**src/rtl/branch_resolve_unit.sv**
```systemverilog
// Branch resolve unit: evaluates the branch condition, predicts from a 2-bit
// pattern history table, and reports outcome, misprediction and statistics.
module branch_resolve_unit #(
    parameter int unsigned WIDTH     = 32,
    parameter int unsigned PHT_DEPTH = 64,
    parameter int unsigned PC_WIDTH  = 32,
    parameter int unsigned CNT_WIDTH = 16
) (
    input  logic                 Clock,
    input  logic                 Reset,
    input  logic                 InValid,
    input  logic [WIDTH-1:0]     InA,
    input  logic [WIDTH-1:0]     InB,
    input  logic [2:0]           Control,
    input  logic [PC_WIDTH-1:0]  PC,
    input  logic                 Flush,
    output logic                 Predicted,
    output logic                 OutValid,
    output logic                 Taken,
    output logic                 Mispredict,
    output logic                 Link,
    output logic [CNT_WIDTH-1:0] BranchCount,
    output logic [CNT_WIDTH-1:0] MissCount
);

    localparam int unsigned IDX_W = $clog2(PHT_DEPTH);

    localparam logic [2:0] OP_BEQ    = 3'b000;
    localparam logic [2:0] OP_BGEZ   = 3'b001;
    localparam logic [2:0] OP_BGTZ   = 3'b010;
    localparam logic [2:0] OP_BLEZ   = 3'b011;
    localparam logic [2:0] OP_BLTZ   = 3'b100;
    localparam logic [2:0] OP_BNE    = 3'b101;
    localparam logic [2:0] OP_BGEZAL = 3'b110;
    localparam logic [2:0] OP_BLTZAL = 3'b111;

    typedef logic [1:0] ctr_t;

    ctr_t                 pht_q [PHT_DEPTH];
    ctr_t                 pht_d [PHT_DEPTH];
    logic                 out_valid_q, out_valid_d;
    logic                 taken_q, taken_d;
    logic                 mispredict_q, mispredict_d;
    logic                 link_q, link_d;
    logic [CNT_WIDTH-1:0] branch_count_q, branch_count_d;
    logic [CNT_WIDTH-1:0] miss_count_q, miss_count_d;

    logic [IDX_W-1:0]     idx;
    logic                 accept;
    logic                 a_neg;
    logic                 a_zero;
    logic                 cond;
    logic                 unused_pc;

    assign idx       = PC[IDX_W+1:2];
    assign unused_pc = ^{PC[PC_WIDTH-1:IDX_W+2], PC[1:0]};
    assign accept    = InValid && !Flush;
    assign a_neg     = InA[WIDTH-1];
    assign a_zero    = (InA == '0);
    assign Predicted = pht_q[idx][1];

    // Branch condition; zero compares use InA as a signed value
    always_comb begin
        cond = 1'b0;
        case (Control)
            OP_BEQ:    cond = (InA == InB);
            OP_BGEZ:   cond = !a_neg;
            OP_BGTZ:   cond = !a_neg && !a_zero;
            OP_BLEZ:   cond = a_neg || a_zero;
            OP_BLTZ:   cond = a_neg;
            OP_BNE:    cond = (InA != InB);
            OP_BGEZAL: cond = !a_neg;
            OP_BLTZAL: cond = a_neg;
            default:   cond = 1'b0;
        endcase
    end

    always_comb begin
        out_valid_d    = 1'b0;
        taken_d        = 1'b0;
        mispredict_d   = 1'b0;
        link_d         = 1'b0;
        branch_count_d = branch_count_q;
        miss_count_d   = miss_count_q;
        pht_d          = pht_q;
        if (accept) begin
            out_valid_d  = 1'b1;
            taken_d      = cond;
            mispredict_d = cond ^ Predicted;
            link_d       = (Control == OP_BGEZAL) || (Control == OP_BLTZAL);
            if (branch_count_q != '1) begin
                branch_count_d = branch_count_q + CNT_WIDTH'(1);
            end
            if (mispredict_d && (miss_count_q != '1)) begin
                miss_count_d = miss_count_q + CNT_WIDTH'(1);
            end
            // Saturating 2-bit counter training
            if (cond && (pht_q[idx] != 2'b11)) begin
                pht_d[idx] = pht_q[idx] + 2'(1);
            end else if (!cond && (pht_q[idx] != 2'b00)) begin
                pht_d[idx] = pht_q[idx] - 2'(1);
            end
        end
    end

    always_ff @(posedge Clock) begin
        if (Reset) begin
            out_valid_q    <= 1'b0;
            taken_q        <= 1'b0;
            mispredict_q   <= 1'b0;
            link_q         <= 1'b0;
            branch_count_q <= '0;
            miss_count_q   <= '0;
            pht_q          <= '{default: 2'b01};
        end else begin
            out_valid_q    <= out_valid_d;
            taken_q        <= taken_d;
            mispredict_q   <= mispredict_d;
            link_q         <= link_d;
            branch_count_q <= branch_count_d;
            miss_count_q   <= miss_count_d;
            pht_q          <= pht_d;
        end
    end

    assign OutValid    = out_valid_q;
    assign Taken       = taken_q;
    assign Mispredict  = mispredict_q;
    assign Link        = link_q;
    assign BranchCount = branch_count_q;
    assign MissCount   = miss_count_q;

endmodule

```
**config.mk**
```make
export PLATFORM = sky130hd
export DESIGN_NAME = branch_resolve_unit
export DESIGN_NICKNAME = d
export VERILOG_FILES = /design/src/rtl/branch_resolve_unit.sv
export SDC_FILE = /design/constraint.sdc
export NUM_CORES = 1
export LEC_CHECK = 0
export BUFFER_PORTS_ARGS = -buffer_cell sky130_fd_sc_hd__buf_4
export CORE_UTILIZATION = 61
export CTS_CLUSTER_SIZE = 12
export DETAILED_ROUTE_END_ITERATION = 10
export GPL_TIMING_DRIVEN = 0
export PLACE_DENSITY = 0.91
export RECOVER_POWER = 100
export REMOVE_ABC_BUFFERS = 1
export SYNTH_ARGS = -nofsm -noshare
export SYNTH_HDL_FRONTEND = slang
export SYNTH_SLANG_ARGS = --single-unit
export TNS_END_PERCENT = 30
```
**constraint.sdc**
```tcl
create_clock -name Clock -period 5.73 [get_ports Clock]
set_input_delay 0.8595 -clock Clock [delete_from_list [all_inputs] [get_ports Clock]]
set_output_delay 0.8595 -clock Clock [all_outputs]
set_load 0.05 [all_outputs]
```
# After elaboration in Yosys (flattened, before gate mapping)
# Index checks and enable logic that the tools add are counted.
# totals
regBits	164
out_inout_bits	37
wordCells	124
# op_classes
addsub	4
order_cmp	2
eq_ne	12
muxes	11
bitwise_logic	3
reduce_logical	22
# ops
cell	count
128-bit bitwise mux	2
128-bit two-way mux	2
16-bit by 1-bit adder with 16-bit output (second input constant)	2
32-bit equality test	1
32-bit zero test	1
16-bit inequality test (second input constant)	2
32-bit inequality test	1
2-bit binary-select mux with 6-bit select	1
2-bit demux with 6-bit select	1
3-bit equality test (second input constant)	4
7-bit greater-or-equal comparator (second input constant)	1
7-bit by 1-bit < comparator with 1-bit output (second input constant)	1
6-bit NOT with 7-bit output	1
3-bit by 2-bit equality test with 1-bit output (second input constant)	2
1-bit logical AND	6
2-bit two-way mux	3
1-bit case mux with 6 select lines	1
2-bit AND reduction	3
2-bit OR reduction	3
1-bit zero test	4
2-bit nonzero test	2
3-bit by 1-bit equality test with 1-bit output (second input constant)	1
3-bit zero test	1
2-bit by 1-bit adder with 2-bit output (second input constant)	1
other kinds (6)	7

# Depth between registers and ports, before layout
# Gate-level depths: netlist (run 1).
# depth
depth_word	8
mapped_depth	18
mapped_depth_nobuf	12

# Worst setup path before layout (run 1)
# OpenSTA, ideal clock, no wires.
# synth_path
kind	input-to-reg
start	input port PC[3]
end	register pht_q[113] (netlist bit)
arrival_time_ns	4.019
setup_slack_ns	1.639
stages	17
cell_sequence	buf_6 -> buf_6 -> buf_4 -> buf_6 -> buf_6 -> buf_2 -> o21ai_0 -> o221ai_1 -> a32o_1 -> a2111oi_0 -> nand3_1 -> ha_1 -> o21ai_0 -> or3b_2 -> clkbuf_1 -> buf_1 -> mux2i_1
# synth_via
elab_chain_len	8
word_cells_on_any_way	21
classes_between	2 x add/sub; 2 x order compare; 1 x eq/ne; 9 x mux; 1 x bitwise; 6 x reduce/logical
# synth_lines
element	line	source
start, declared	15	input logic [PC_WIDTH-1:0] PC,
6-bit NOT with 7-bit output (not written as such) *	-	
2-bit binary-select mux with 6-bit select (tied with other cells)	-	
2-bit two-way mux (not written as such) / 1-bit logical AND (equally long branches)	-	
2-bit two-way mux (on tied branches)	-	
2-bit by 1-bit subtractor with 2-bit output (tied with other cells)	101	pht_d[idx] = pht_q[idx] - 2'(1);
128-bit bitwise mux (tied with other cells)	101	
128-bit two-way mux / 2-bit nonzero test (equally long branches)	-	
128-bit two-way mux / 2-bit AND reduction (equally long branches)	-	
end signal, assigned	122	pht_q <= pht_d;
end, declared	39	ctr_t pht_q [PHT_DEPTH];
# Every way passes the cells marked *; elsewhere a longest branch is shown, timed or not. The select of a mux whose other input is x is not followed.
# A chain may end at the register's enable or synchronous reset.

# Worst setup path in the final report (run 1)
# layout_path
start	input port PC[4]
end	register pht_q[119] (netlist bit)
# The elaborated chain is that of the path after synthesis.

==> metrics, run 1 <==
Synth Area in Compound Gates 0.0612; routed via count 7,317; Total Power 2.62 mW; violated checks max-capacitance violations, max-slew violations; Critical Path Sink Type flop; setup_tns 0 ns; clock root buffer clkbuf_16; Global Route Usage Sum 0.312; Yosys cell types 60; ranking of synthesized cells by area dfxtp_1 (38%), mux2i_1 (17%), nand4_1 (5.5%); Die Y-Extent 121 µm; Max-cap violations 1; Resized cells post-CTS 0; Max rail drop VDD 204 µV; Inserted Diodes 0; critical path startpoint category input pin; share of the synthesized area in the top cell type 0.382; Die Wd 121 µm; Crit path arrival time 5.27 ns; hold path cells 2; Post-Synth Adder-Cell Area 0.00583; Post-Synth Simple-Gate Area 0.234; CP Cell Sequence buf_4, inv_1, nor3_2, a32oi_1, a21boi_0, a2111oi_0, nand3_1, inv_1, ha_1, mux2i_4, buf_16, buf_16, nand4_1, mux2i_1; slowest stage delay, CP 0.88 ns; fin crit share 0.871; warnings from Yosys 0; Mean Syn Cell Area 9.37 µm²; dpl ws -0.337 ns; placer's final routability congestion estimate 0.807; worst-margin pin slew 2.61 ns; slowest CP cell nor3_2; total iterations of the first detailed-routing run 6; layout cells sized above 1 0.150; Int Power 1.99 mW; CTS sink cnt 164; most frequent cells after synthesis dfxtp_1 (164), mux2i_1 (146), nor2_1 (104), nand4_1 (75), nand2b_1 (72); Layout Utilization 0.736; Leak Pwr 4.27 nW; Initial Util 0.636; clk_skew 0.00775 ns; WL final 22.5 mm; Design Area, Final 9940 µm²; final hold violation count 0; Most used DFF post-synth dfxtp_1; min cycle time layout 4.99 ns; Flop pwr share 0.439; number of synthesized register bits 164; full die area 14,600 µm²; DR vias/cell 6.25; Worst R2R Setup Slack 1.92 ns; drt drc 0; post-route setup slack 0.741 ns; Critical path buffers and inverters 5; worst path required time 6.01 ns; Slew HR -0.742; CTS tree yes; worst hold start pht_q[113]$_SDFFE_PP0P_; total gr overflow 0; FF-to-FF Start pht_q[123]$_SDFFE_PP0P_; Switching Share 0.240; H-tree lvl count 4; io pins 140; fill count 978; postcts setup bufs 0; RR Endpoint pht_q[119]$_SDFFE_PP0P_; Mapped Cells 916; ys async rst share 0; I/O Buffers 113; Psw 0.629 mW; Synth Area in XOR/XNOR 0.0459; Area Growth Syn to Fin 15.7%; Num CTS Buffers 17; vias in the first global route 7,368; Core Area 13,500 µm²; mux share of post-synthesis cell area 0.228; combinational share of power 0.105; DP Wirelength 14.2 mm; initial drt markers 868; # setup viols final 0; kind of critical path in2reg; Inst Count DP 1,140; Finished Layout Cells 1,171; remaining antenna violation count after routing 0; pwr/cell area 263 nW/µm²; RSZ-0062 raised after global routing false; first-pass GRT wire length 35.8 mm; WL/cell 19.2 µm; placed cell area 9460 µm²; initial antenna violation count 0; crit path max fanout 57; clock slew at reported path FFs 0.06 ns; post-synthesis sequential area ratio 0.382; Post-synth EDFFs 0; worst-skew pair later-pin latency 0.44 ns; delay-heaviest family, CP buffers and inverters; Rows 42; Clock Tree Buf Depth 2; Worst Reg-to-Reg Cells 12; hold slack 0.476 ns; Hold Path Sink pht_q[113]$_SDFFE_PP0P_; clock power share 0.456; largest net degree at the start of global routing 103; Max Clk Rate 200 MHz; main combinational cell family by area after synthesis simple AND/OR/NAND/NOR gates; area leader, netlist dfxtp_1; final max-slew violation count 68; post-synthesis cell area 8590 µm²; status complete, but fails checks; Worst Hold Class reg2reg; # hold bufs at CTS 0; most numerous cell in the Yosys netlist dfxtp_1; Nets 1,090
==> worst min-delay path, delay by kind of cell (launching register included) <==
family | cells | cell delay, ns
DFF | 1 | 0.31
and+or+nand+nor | 1 | 0.06
muxes | 1 | 0.06
==> cell families (layout without fill, tap and decap cells) <==
family	count (synthesis)	after routing
and+or+nand+nor	370	370
muxes	175	175
DFF	164	164
AOI/OAI and AO/OA	79	79
buffers and inverters	79	158
xor gates and xnor gates	45	45
adders and majority gates	4	4
==> how the worst max path moves through the flow <==
stage | startpoint | to | slack, ns | cells after the start
after global routing | PC[4] | pht_q[119]$_SDFFE_PP0P_ | 0.55 | 14
after floorplan | PC[3] | flop | 0.03 | 10
final | PC[4] | pht_q[119]$_SDFFE_PP0P_ | 0.74 | 14
after CTS | PC[4] | pht_q[9]$_SDFFE_PP0P_ | 0.05 | 12
after detailed placement | PC[4] | pht_q[1]$_SDFFE_PP0P_ | -0.34 | 12
after global placement | PC[4] | flop | -2.95 | 12
==> power groups by stage <==
stage | logic (mW) | registers [mW] | clock network, mW
after floorplan | 0.115 | 1.18 | 0
after global placement | 0.249 | 1.17 | 0
after detailed placement | 0.269 | 1.17 | 0
after CTS | 0.271 | 1.15 | 1.20
after global routing | 0.288 | 1.15 | 1.25
final | 0.274 | 1.15 | 1.19
==> routing by layer <==
| metal | wire length [µm] | track usage | up-vias | share of wire |
|---|---|---|---|---|
| met5 | 0 | 0 | - | 0 |
| met4 | 731 | 0.154 | 0 | 0.032 |
| met3 | 1770 | 0.0764 | 62 | 0.079 |
| met2 | 11000 | 0.543 | 337 | 0.49 |
| met1 | 9000 | 0.357 | 3485 | 0.40 |
| li1 | - | - | 3433 | - |
==> placed cells by master (no fill, tap or decap), drive strengths merged, types with 13 or more instances in the layout <==
master / n
clkbuf: 60
xnor2: 36
o21ai: 20
nand2b: 72
nor2: 105
nand4: 75
nand2: 32
buf: 79
dfxtp: 164
mux2: 15
nand3: 13
a21oi: 19
mux2i: 146
mux4: 14
==> final cells by class <==
| class | count | area (µm²) | area share |
|---|---|---|---|
| Tap cell | 176 | 220 | 0.0222 |
| Sequential cell | 164 | 3280 | 0.330 |
| Clock inverter | 9 | 125 | 0.0126 |
| Multi-Input combinational cell | 673 | 4970 | 0.500 |
| Timing Repair Buffer | 117 | 808 | 0.0813 |
| Clock buffer | 22 | 494 | 0.0497 |
| Inverter | 10 | 37.5 | 0.00378 |
Note: power is estimated with default switching activity, not from simulation.
==> run 2, diff against run 1 <==
==> constraint.sdc (replaced) <==
create_clock -name Clock -period 5.73 [get_ports Clock]
set_input_delay 0.573 -clock Clock [delete_from_list [all_inputs] [get_ports Clock]]
set_output_delay 0.573 -clock Clock [all_outputs]
set_load 0.05 [all_outputs]
==> metrics, run 2 (synthesized netlist as in run 1, its figures left out) <==
status complete, but fails checks; violated checks max-capacitance violations, max-slew violations; Detail Route met2 WL 11.0 mm (+0.12%); DP Wirelength 14.2 mm (unchanged); worst-skew pair later-pin latency 0.44 ns (about the same); Leak Pwr 4.27 nW (-0.11%); final hold violation count 0 (unchanged); Nets 1,090 (unchanged); Worst R2R Setup Slack 1.97 ns (+0.05 ns); I/O Buffers 113 (unchanged); crit path max fanout 102 (+79%); postcts setup bufs 0 (unchanged); placer's final routability congestion estimate 0.807 (unchanged); drt drc 0 (unchanged); Max-cap violations 1 (unchanged); commonest non-fill, non-tap cells in the layout dfxtp_1 (164), mux2i_1 (145), nor2_1 (104), buf_4 (76), nand4_1 (75); CTS sink cnt 164 (unchanged); Die Y-Extent 121 µm (unchanged); Global Route Usage Sum 0.312 (unchanged); clock slew at reported path FFs 0.06 ns (about the same); clock root buffer clkbuf_16; min cycle time layout 4.96 ns (-0.0287 ns); # setup viols final 0 (unchanged); initial drt markers 760 (-12%); Crit path arrival time 5.22 ns (-0.05 ns); # hold bufs at CTS 0 (unchanged); post-route setup slack 0.769 ns (+0.0287 ns); initial antenna violation count 0 (unchanged); total iterations of the first detailed-routing run 7 (+1); DR vias/cell 6.30 (+0.78%); largest net degree at the start of global routing 103 (unchanged); worst path required time 5.99 ns (-0.02 ns); Critical Path Sink Type flop; Initial Util 0.636 (unchanged); routed via count 7,374 (+0.78%); io pins 140 (unchanged); Inst Count DP 1,140 (unchanged); vias in the first global route 7,368 (unchanged); Die Wd 121 µm (unchanged); remaining antenna violation count after routing 0 (unchanged); RSZ-0062 raised after global routing false; setup_tns 0 ns (unchanged); critical path startpoint category input pin; Num CTS Buffers 17 (unchanged); Top Metal Used met4; dpl ws -0.0507 ns (+0.286 ns); worst-margin pin slew 4.14 ns (+1.52 ns); Core Area 13,500 µm² (unchanged); Total Power 2.61 mW (about the same); Rows 42 (unchanged); hold slack 0.402 ns (-0.0738 ns); Worst Hold Class in2reg; final max-slew violation count 103 (+51%); CTS tree yes; layout cells sized above 1 0.152 (+0.00201); WL/cell 19.2 µm (-0.12%); Max Clk Rate 202 MHz (+0.58%); leading cell type in the layout, fill and taps excluded dfxtp_1; Layout Utilization 0.735 (-0.000926); Area Growth Syn to Fin 15.6%; fin crit share 0.866 (-0.00500); Resized cells post-CTS 0 (unchanged); Inserted Diodes 0 (unchanged); pwr/cell area 263 nW/µm² (about the same); WL met1 8.85 mm (-1.7%); Clock Tree Buf Depth 2 (unchanged); Finished Layout Cells 1,171 (unchanged); met3 WL post-DR 1.88 mm (+6.1%); Slew HR -1.76 (-1.02); clk_skew 0.00848 ns (+0.000731 ns); first-pass GRT wire length 35.8 mm (unchanged); total gr overflow 0 (unchanged); placed cell area 9460 µm² (unchanged); Design Area, Final 9920 µm² (-0.13%); WL final 22.5 mm (-0.12%); kind of critical path in2reg; H-tree lvl count 4 (unchanged); Max rail drop VDD 204 µV (about the same); full die area 14,600 µm² (unchanged)
run 2: worst max-delay path: stages:
cell and delay, ns:
buf_6 0.33, clkbuf_1 2.92, or3b_4 1.06, mux2i_1 0.23
run 2: report_power, final:
| part | switching [mW] | internal, mW | total, mW |
|---|---|---|---|
| Combinational | 0.169 | 0.105 | 0.273 |
| Sequential | 0.00393 | 1.15 | 1.15 |
| Clock | 0.455 | 0.737 | 1.19 |
run 2: final timing paths:
kind / startpoint / end / cells past startpoint
worst min-delay path: Control[1] / Link$_SDFF_PP0_ / 2
worst max-delay path: Reset / pht_q[9]$_SDFFE_PP0P_ / 4
worst min register to register: pht_q[113]$_SDFFE_PP0P_ / pht_q[113]$_SDFFE_PP0P_ / 2
worst max register to register: pht_q[123]$_SDFFE_PP0P_ / pht_q[119]$_SDFFE_PP0P_ / 12
run 2: per-layer routing:
| metal | vias up | track usage |
|---|---|---|
| li1 | 3447 | - |
| met1 | 3507 | 0.357 |
| met2 | 356 | 0.543 |
| met3 | 64 | 0.0764 |
| met4 | 0 | 0.154 |
| met5 | - | 0 |
run 2: cell type report:
type	count	area, µm²
Clock inverter	9	125
Tap cell	176	220
Fill cell	980	3580
Sequential cell	164	3280
Inverter	10	37.5
Timing Repair Buffer	117	796
Clock buffer	22	494
Multi-Input combinational cell	673	4970
